`src/rtl/acq_peak_detector_if.sv`:
```
// Connection bundle between the serial acquisition correlator and the peak detector.
// The correlator raises corr_complete / search_complete as levels; a rising edge marks an event and
// the cell fields stay stable while the level is high. acq_valid is a one-cycle decision strobe with
// no back-pressure; the decision fields remain stable until the next strobe.
interface acq_peak_detector_if #(
  parameter int INT_W = 12,
  parameter int MAG_W = 24
);
  logic                    corr_complete;
  logic                    search_complete;
  logic [INT_W-1:0]        integrator_i;
  logic [INT_W-1:0]        integrator_q;
  logic [9:0]              code_phase;
  logic [4:0]              code_nco_frac;
  logic signed [15:0]      doppler_omega;
  logic [5:0]              sat;

  logic                    acq_valid;
  logic                    acq_found;
  logic [9:0]              peak_code_phase;
  logic [4:0]              peak_code_frac;
  logic signed [15:0]      peak_doppler;
  logic [5:0]              peak_sat;
  logic [MAG_W-1:0]        peak_mag;
  logic [MAG_W-1:0]        second_mag;
  logic [15:0]             corr_count;
  logic                    overrun;
  logic                    busy;

  modport master (
    output corr_complete, search_complete, integrator_i, integrator_q,
           code_phase, code_nco_frac, doppler_omega, sat,
    input  acq_valid, acq_found, peak_code_phase, peak_code_frac, peak_doppler,
           peak_sat, peak_mag, second_mag, corr_count, overrun, busy
  );

  modport slave (
    input  corr_complete, search_complete, integrator_i, integrator_q,
           code_phase, code_nco_frac, doppler_omega, sat,
    output acq_valid, acq_found, peak_code_phase, peak_code_frac, peak_doppler,
           peak_sat, peak_mag, second_mag, corr_count, overrun, busy
  );
endinterface

```
`src/rtl/acq_peak_detector.sv`:
```
// Non-coherent power peak detector: tracks the strongest correlator cell and the best
// non-adjacent competitor, then issues one acquisition decision per search sweep.
module acq_peak_detector #(
  parameter int INT_W    = 12,
  parameter int MAG_W    = 24,
  parameter int RATIO_Q2 = 6,
  parameter int MIN_PEAK = 4096
) (
  input  logic               clk,
  input  logic               rst,
  acq_peak_detector_if.slave bus,
  output logic [2:0]         dbg_state
);
  localparam int CW    = INT_W + 1;
  localparam int SQ_W  = 2 * CW;
  localparam int SUM_W = (SQ_W > MAG_W) ? SQ_W : MAG_W + 1;
  localparam int DW    = MAG_W + 3;
  localparam logic [CW-1:0] MID = CW'(1) << (INT_W - 1);

  typedef enum logic [2:0] {IDLE, COLLECT, DRAIN, DECIDE, REPORT} state_t;
  state_t state;

  logic corr_d, search_d, corr_edge, search_edge;
  logic accept, drop, pipe_busy, pipe_empty;

  // capture stage
  logic                    cap_v;
  logic [INT_W-1:0]        cap_i, cap_q;
  logic [9:0]              cap_ph;
  logic [4:0]              cap_fr;
  logic signed [15:0]      cap_dop;
  logic [5:0]              cap_sat;
  // S1: centred integrators
  logic                    s1_v;
  logic signed [CW-1:0]    s1_ci, s1_cq;
  logic [9:0]              s1_ph;
  logic [4:0]              s1_fr;
  logic signed [15:0]      s1_dop;
  logic [5:0]              s1_sat;
  // S2: squares
  logic                    s2_v;
  logic [SQ_W-1:0]         s2_ii, s2_qq;
  logic [9:0]              s2_ph;
  logic [4:0]              s2_fr;
  logic signed [15:0]      s2_dop;
  logic [5:0]              s2_sat;

  // trackers
  logic [MAG_W-1:0]        pk_mag, sc_mag;
  logic [9:0]              pk_ph;
  logic [4:0]              pk_fr;
  logic signed [15:0]      pk_dop;
  logic [5:0]              trk_sat;
  logic [15:0]             cnt;

  // registered decision outputs
  logic                    acq_valid_r, acq_found_r, overrun_r;
  logic [9:0]              out_ph;
  logic [4:0]              out_fr;
  logic signed [15:0]      out_dop;
  logic [5:0]              out_sat;
  logic [MAG_W-1:0]        out_pk, out_sc;
  logic [15:0]             out_cnt;

  logic signed [SQ_W-1:0]  ci_x, cq_x;
  logic [SUM_W-1:0]        sum;
  logic [MAG_W-1:0]        m_c;
  logic [9:0]              dph;
  logic                    adj, found_c;

  assign corr_edge   = bus.corr_complete & ~corr_d;
  assign search_edge = bus.search_complete & ~search_d;
  assign pipe_busy   = cap_v | s1_v;
  assign pipe_empty  = ~(cap_v | s1_v | s2_v);
  assign accept      = corr_edge & ((state == IDLE) | ((state == COLLECT) & ~pipe_busy));
  assign drop        = corr_edge & ~accept;

  always_comb begin
    ci_x    = SQ_W'(s1_ci);
    cq_x    = SQ_W'(s1_cq);
    sum     = SUM_W'(s2_ii) + SUM_W'(s2_qq);
    m_c     = (sum > SUM_W'({MAG_W{1'b1}})) ? {MAG_W{1'b1}} : sum[MAG_W-1:0];
    // circular code-phase distance over a 1023-chip code: 0 and 1022 are neighbours
    dph     = (s2_ph >= pk_ph) ? (s2_ph - pk_ph) : (pk_ph - s2_ph);
    adj     = (s2_dop == pk_dop) && ((dph <= 10'd1) || (dph == 10'd1022));
    found_c = (cnt != 16'd0) && (pk_mag >= MAG_W'(MIN_PEAK)) &&
              ((DW'(pk_mag) << 2) >= (DW'(sc_mag) * DW'(RATIO_Q2)));
  end

  always_ff @(posedge clk or negedge rst) begin
    if (!rst) begin
      corr_d   <= 1'b0;  search_d <= 1'b0;
      cap_v    <= 1'b0;  cap_i    <= '0;  cap_q  <= '0;  cap_ph <= '0;
      cap_fr   <= '0;    cap_dop  <= '0;  cap_sat <= '0;
      s1_v     <= 1'b0;  s1_ci    <= '0;  s1_cq  <= '0;  s1_ph  <= '0;
      s1_fr    <= '0;    s1_dop   <= '0;  s1_sat <= '0;
      s2_v     <= 1'b0;  s2_ii    <= '0;  s2_qq  <= '0;  s2_ph  <= '0;
      s2_fr    <= '0;    s2_dop   <= '0;  s2_sat <= '0;
    end else begin
      corr_d   <= bus.corr_complete;
      search_d <= bus.search_complete;
      cap_v    <= accept;
      if (accept) begin
        cap_i   <= bus.integrator_i;
        cap_q   <= bus.integrator_q;
        cap_ph  <= bus.code_phase;
        cap_fr  <= bus.code_nco_frac;
        cap_dop <= bus.doppler_omega;
        cap_sat <= bus.sat;
      end
      s1_v <= cap_v;
      if (cap_v) begin
        s1_ci  <= $signed({1'b0, cap_i} - MID);
        s1_cq  <= $signed({1'b0, cap_q} - MID);
        s1_ph  <= cap_ph;  s1_fr  <= cap_fr;
        s1_dop <= cap_dop; s1_sat <= cap_sat;
      end
      s2_v <= s1_v;
      if (s1_v) begin
        s2_ii  <= ci_x * ci_x;
        s2_qq  <= cq_x * cq_x;
        s2_ph  <= s1_ph;  s2_fr  <= s1_fr;
        s2_dop <= s1_dop; s2_sat <= s1_sat;
      end
    end
  end

  always_ff @(posedge clk or negedge rst) begin
    if (!rst) begin
      state       <= IDLE;
      pk_mag      <= '0;  sc_mag <= '0;  pk_ph <= '0;  pk_fr <= '0;
      pk_dop      <= '0;  trk_sat <= '0; cnt   <= '0;
      acq_valid_r <= 1'b0; acq_found_r <= 1'b0; overrun_r <= 1'b0;
      out_ph      <= '0;  out_fr <= '0;  out_dop <= '0; out_sat <= '0;
      out_pk      <= '0;  out_sc <= '0;  out_cnt <= '0;
    end else begin
      if (s2_v) begin
        if (m_c > pk_mag) begin
          if (!adj) sc_mag <= pk_mag;
          pk_mag <= m_c;  pk_ph  <= s2_ph;
          pk_fr  <= s2_fr; pk_dop <= s2_dop;
        end else if ((m_c > sc_mag) && !adj) begin
          sc_mag <= m_c;
        end
        trk_sat <= s2_sat;
        if (cnt != 16'hFFFF) cnt <= cnt + 16'd1;
      end
      if (drop) overrun_r <= 1'b1;

      case (state)
        IDLE: begin
          if (corr_edge) begin
            cnt       <= '0;
            overrun_r <= 1'b0;
            state     <= search_edge ? DRAIN : COLLECT;
          end else if (search_edge) begin
            state <= DRAIN;
          end
        end
        COLLECT: if (search_edge) state <= DRAIN;
        DRAIN:   if (pipe_empty) state <= DECIDE;
        DECIDE: begin
          acq_valid_r <= 1'b1;
          acq_found_r <= found_c;
          out_ph      <= pk_ph;   out_fr  <= pk_fr;
          out_dop     <= pk_dop;  out_sat <= trk_sat;
          out_pk      <= pk_mag;  out_sc  <= sc_mag;
          out_cnt     <= cnt;
          state       <= REPORT;
        end
        REPORT: begin
          acq_valid_r <= 1'b0;
          pk_mag <= '0;  sc_mag  <= '0;  pk_ph <= '0;  pk_fr <= '0;
          pk_dop <= '0;  trk_sat <= '0;  cnt   <= '0;
          state  <= IDLE;
        end
        default: state <= IDLE;
      endcase
    end
  end

  assign bus.acq_valid       = acq_valid_r;
  assign bus.acq_found       = acq_found_r;
  assign bus.peak_code_phase = out_ph;
  assign bus.peak_code_frac  = out_fr;
  assign bus.peak_doppler    = out_dop;
  assign bus.peak_sat        = out_sat;
  assign bus.peak_mag        = out_pk;
  assign bus.second_mag      = out_sc;
  assign bus.corr_count      = out_cnt;
  assign bus.overrun         = overrun_r;
  assign bus.busy            = (state != IDLE);
  assign dbg_state           = state;
endmodule
```
`src/flat_wrapper.sv`:
```
// flat-port wrapper written by rule: the top's interface ports become plain ports
module acq_peak_detector_flat 
#(
  parameter int INT_W    = 12,
  parameter int MAG_W    = 24,
  parameter int RATIO_Q2 = 6,
  parameter int MIN_PEAK = 4096
)
  (clk, rst, dbg_state, bus_corr_complete, bus_search_complete, bus_integrator_i, bus_integrator_q, bus_code_phase, bus_code_nco_frac, bus_doppler_omega, bus_sat, bus_acq_valid, bus_acq_found, bus_peak_code_phase, bus_peak_code_frac, bus_peak_doppler, bus_peak_sat, bus_peak_mag, bus_second_mag, bus_corr_count, bus_overrun, bus_busy);
  acq_peak_detector_if #(.INT_W(INT_W), .MAG_W(MAG_W)) bus_i ();
  input  logic clk;
  input  logic rst;
  output logic [2:0] dbg_state;
  input wire logic [$bits(bus_i.corr_complete)-1:0] bus_corr_complete;
  input wire logic [$bits(bus_i.search_complete)-1:0] bus_search_complete;
  input wire logic [$bits(bus_i.integrator_i)-1:0] bus_integrator_i;
  input wire logic [$bits(bus_i.integrator_q)-1:0] bus_integrator_q;
  input wire logic [$bits(bus_i.code_phase)-1:0] bus_code_phase;
  input wire logic [$bits(bus_i.code_nco_frac)-1:0] bus_code_nco_frac;
  input wire logic [$bits(bus_i.doppler_omega)-1:0] bus_doppler_omega;
  input wire logic [$bits(bus_i.sat)-1:0] bus_sat;
  output wire logic [$bits(bus_i.acq_valid)-1:0] bus_acq_valid;
  output wire logic [$bits(bus_i.acq_found)-1:0] bus_acq_found;
  output wire logic [$bits(bus_i.peak_code_phase)-1:0] bus_peak_code_phase;
  output wire logic [$bits(bus_i.peak_code_frac)-1:0] bus_peak_code_frac;
  output wire logic [$bits(bus_i.peak_doppler)-1:0] bus_peak_doppler;
  output wire logic [$bits(bus_i.peak_sat)-1:0] bus_peak_sat;
  output wire logic [$bits(bus_i.peak_mag)-1:0] bus_peak_mag;
  output wire logic [$bits(bus_i.second_mag)-1:0] bus_second_mag;
  output wire logic [$bits(bus_i.corr_count)-1:0] bus_corr_count;
  output wire logic [$bits(bus_i.overrun)-1:0] bus_overrun;
  output wire logic [$bits(bus_i.busy)-1:0] bus_busy;
  assign bus_i.corr_complete = bus_corr_complete;
  assign bus_i.search_complete = bus_search_complete;
  assign bus_i.integrator_i = bus_integrator_i;
  assign bus_i.integrator_q = bus_integrator_q;
  assign bus_i.code_phase = bus_code_phase;
  assign bus_i.code_nco_frac = bus_code_nco_frac;
  assign bus_i.doppler_omega = bus_doppler_omega;
  assign bus_i.sat = bus_sat;
  assign bus_acq_valid = bus_i.acq_valid;
  assign bus_acq_found = bus_i.acq_found;
  assign bus_peak_code_phase = bus_i.peak_code_phase;
  assign bus_peak_code_frac = bus_i.peak_code_frac;
  assign bus_peak_doppler = bus_i.peak_doppler;
  assign bus_peak_sat = bus_i.peak_sat;
  assign bus_peak_mag = bus_i.peak_mag;
  assign bus_second_mag = bus_i.second_mag;
  assign bus_corr_count = bus_i.corr_count;
  assign bus_overrun = bus_i.overrun;
  assign bus_busy = bus_i.busy;
  acq_peak_detector #(.INT_W(INT_W), .MAG_W(MAG_W), .RATIO_Q2(RATIO_Q2), .MIN_PEAK(MIN_PEAK)) u_core (.clk(clk), .rst(rst), .bus(bus_i), .dbg_state(dbg_state));
endmodule
```
`config.mk`:
```
export PLATFORM = sky130hd
export DESIGN_NAME = acq_peak_detector_flat
export DESIGN_NICKNAME = d
export VERILOG_FILES = /design/src/rtl/acq_peak_detector_if.sv /design/src/rtl/acq_peak_detector.sv /design/src/flat_wrapper.sv
export SDC_FILE = /design/constraint.sdc
export NUM_CORES = 2
export LEC_CHECK = 0
export CAP_MARGIN = 0
export CORE_MARGIN = 2
export CORE_UTILIZATION = 65
export CTS_CLUSTER_DIAMETER = 50
export CTS_CLUSTER_SIZE = 30
export DETAILED_ROUTE_END_ITERATION = 7
export PLACE_DENSITY = 0.86
export SYNTH_ARGS = -nofsm -noshare
export SYNTH_HDL_FRONTEND = slang
export SYNTH_SLANG_ARGS = --single-unit
```
`constraint.sdc`:
```
create_clock -name clk -period 20.2 [get_ports clk]
set_clock_uncertainty 0.2 [all_clocks]
set_input_delay 4.04 -clock clk [delete_from_list [all_inputs] [get_ports clk]]
set_output_delay 4.04 -clock clk [all_outputs]
set_load 0.01 [all_outputs]
```
==> summary.md <==
| Metric | Value |
|---|---|
| HPWL after detailed placement | 55520 um |
| Cells after synthesis | 3217 |
| Time the final worst path needs with I/O delays and setup | 7.051 ns |
| Area added between synthesis and finish | 11.84% |
| Largest net degree at the start of global routing | 117 |
| Number of antenna violations at the first check in global routing | 0 |
| Sequential fraction of the synthesis area | 33.22% |
| Width of the die | 225.1 um |
| Antenna fix cells | 0 |
| Number of detailed-routing iterations run before antenna repair | 5 |
| Class of the most critical hold timing path | reg2reg |
| Type of origin of the critical path | flop |
| Outcome | complete, no violations |
| Crit path buffers/inverters | 3 |
| Number of synthesis warnings | 0 |
| Die Y-Extent | 225.1 um |
| Initial standard-cell utilization of the core | 65.34% |
| Most common flop cell mapped by yosys | dfrtp_1 |
| Synthesized net count | 3834 |
| Max-slew violations | 0 |
| Highest fanout seen on the critical path | 79 |
| Timing-limited maximum frequency | 0.1418 GHz |
| Critical-path top delay cell | buf_4 |
| Global-route wire length before repair | 123400 um |
| Final routed wire length divided by cell count | 18.55 um |
| Clock-pin slew on the worst setup and hold paths | 0.07 ns |
| Max_slew headroom | 31.64% |
| CTS tree | done |
| CTS Hold Buffers Added | 0 |
| Routed via count | 23668 |
| Global placer's final weighted congestion | 0.9534 |
| Insertion delay to the later sink of the worst-skew pair | 0.61 ns |
| Post-route design area | 35550 um2 |
| Crit-path cells | ha_1 > a211oi_1 > o21ai_0 > and3_1 > o211a_1 > or3_1 > nand4b_1 > nor4b_4 > buf_4 > nand2_1 > ha_1 > a211oi_1 > o21ai_0 > o2111ai_1 > nand2_1 > o21ai_0 > a221oi_4 > buf_4 > a311o_1 > o211ai_4 > buf_4 > mux2_2 |
| Share of flip-flops with an asynchronous set or reset | 100.0% |
| Tcrit/Tclk final | 34.91% |
| Area of the core region | 48650 um2 |
| Residual DRC count | 0 |
| Drt initial violations | 1971 |
| Kind of cell with the highest combined delay on the critical path | compound AO/OA/AOI/OAI gates |
| Post-CTS Setup Repair Bufs | 0 |
| Number of different library cells in the post-synthesis netlist | 71 |
| Post-Place Worst Slack | 13.20 ns |
| Flip-flop and latch count after synthesis | 422 |
| Final setup TNS | 0 ns |
| Setup violation total in the final timing report | 0 |
| Maximum level of the CTS H-tree | 2 |
| Synth top area share | 33.22% |
| Sort of element at the end of the critical path | flop |
| RSZ-0062 raised after global routing | false |
| DP Area | 33930 um2 |
| Mean post-synth cell area | 9.881 um2 |
| Overall global routing resource usage | 30.43% |
| Data required time at the worst endpoint | 20.49 ns |
| CTS Buffer Depth | 3 |
| Slew at the pin closest to its max-slew limit | 1.025 ns |
| Count of input and output buffers | 172 |
| Remaining antenna violation count | 0 |
| WL final | 73970 um |
| Most area-consuming cells after synthesis | dfrtp_1 (33%), fa_1 (17%), ha_1 (11%) |
| Area of the die | 50690 um2 |
| Number of enable-type register cells in the synthesized netlist | 0 |
| Io pins | 173 |
| Largest stage delay, worst path | 0.62 ns |
| Post-synthesis cell area | 31790 um2 |
| Net count, final | 3946 |
| Fillers | 3280 |
| # Max-Cap Violations | 0 |
| Worst endpoint data arrival time | 7.34 ns |
| Number of sinks driven by the clock tree | 422 |
| Cell taking the most area after synthesis | dfrtp_1 |
| Most used cells in the layout excluding fill and tap cells | nand2_1 (573), dfrtp_1 (420), inv_1 (350), ha_1 (281), fa_1 (271) |
| Number of gates resized after CTS | 0 |
| Most frequent standard cell in the layout excluding fill and tap cells | nand2_1 |
| Site Rows | 81 |
| Post-DR vias/cell | 5.935 |
| GR Overflow Total | 0 |
| Final setup slack of the worst path | 13.15 ns |
| Type of the worst setup path | reg2reg |
| CTS root buffer | clkbuf_16 |
| Final number of hold-violating endpoints | 0 |
| Share of cells above drive strength 1 | 7.873% |
| Number of global-route vias before repair | 25126 |
| Number of buffers added by the clock tree synthesis step | 45 |
[state kept, by name, summed over array words and instances (netlist names), 12 cells and up]
name                     cells
u_core.cap_i                12
u_core.s2_dop               16
u_core.bus.corr_count       16
u_core.cap_dop              16
u_core.cap_q                12
u_core.s1_ci                12
u_core.pk_mag               24
u_core.sc_mag               24
u_core.pk_dop               16
u_core.bus.peak_mag         24
u_core.cnt                  16
u_core.s2_ii                25
u_core.s1_cq                12
u_core.s2_qq                25
u_core.bus.second_mag       24
u_core.bus.peak_doppler     16
u_core.s1_dop               16
[area by class of cell]
type / count / area (um2) / share of cell area [%]
flip-flops and latches: 422 / 10570 / 29.72
repair buffers: 189 / 1854 / 5.216
well taps: 622 / 778.2 / 2.189
clock buffers: 49 / 1151 / 3.238
multi-input cells: 2319 / 19410 / 54.61
clock inverters: 35 / 466.7 / 1.313
inverters: 352 / 1321 / 3.716
[cells by family after synthesis]
family	share of synthesized area [%]
adder cells (fa/ha/maj)	28.13
AO/OA/AOI/OAI	10.19
other	0.01180
AND/OR/NAND/NOR	13.64
buffers and inverters	5.778
XOR/XNOR	3.417
flip-flops	33.22
multiplexers	5.609
[worst min-delay path, cell delays in order (launching register included)]
cell,delay (ns)
dfrtp_1,0.34
nand2_1,0.05
o21ai_0,0.06
[layer usage]
layer	GRT usage [%]	vias up	routed length, um
met3	3.755	161	4339
met1	40.37	11854	30230
met5	0	-	0
met4	10.40	0	2293
met2	52.12	769	37110
li1	-	10884	-
[cell usage after synthesis, types with 53 or more instances]
cell type,n
xnor2_1,70
o21ai_0,182
xor2_1,54
nor2_1,101
mux2_2,121
a21oi_1,136
nand2_1,573
ha_1,281
inv_1,350
clkbuf_1,107
dfrtp_1,422
a31oi_1,53
fa_1,271
and2_1,92
[path summary, 6_finish.rpt]
check,startpoint,slack (ns),endpoint,cells past startpoint
hold reg to reg,u_core.s1_ph[0],0.27,u_core.s2_ph[0],2
hold / removal,u_core.s1_ph[0],0.27,u_core.s2_ph[0],2
max in group asynchronous,rst,14.00,u_core.cap_fr[3],3
min in group asynchronous,rst,3.33,u_core.bus.second_mag[9],1
setup reg to reg,u_core.s2_qq[3],13.15,u_core.sc_mag[2],22
setup / recovery,u_core.s2_qq[3],13.15,u_core.sc_mag[2],22
[per-stage QoR]
step	hold WS (ns)	std cells	util [%]
finish	0.2716	3988	73.08
global route	0.2940	3988	73.08
CTS	0.2741	3988	73.08
detailed placement	0.2534	3904	69.76
global placement	0.2532	3904	69.76
floorplan	0.1519	3217	-
Power is left out: the tool's default activity adds up to more than one toggle a clock period on the data nets, which glitch-free logic cannot reach.
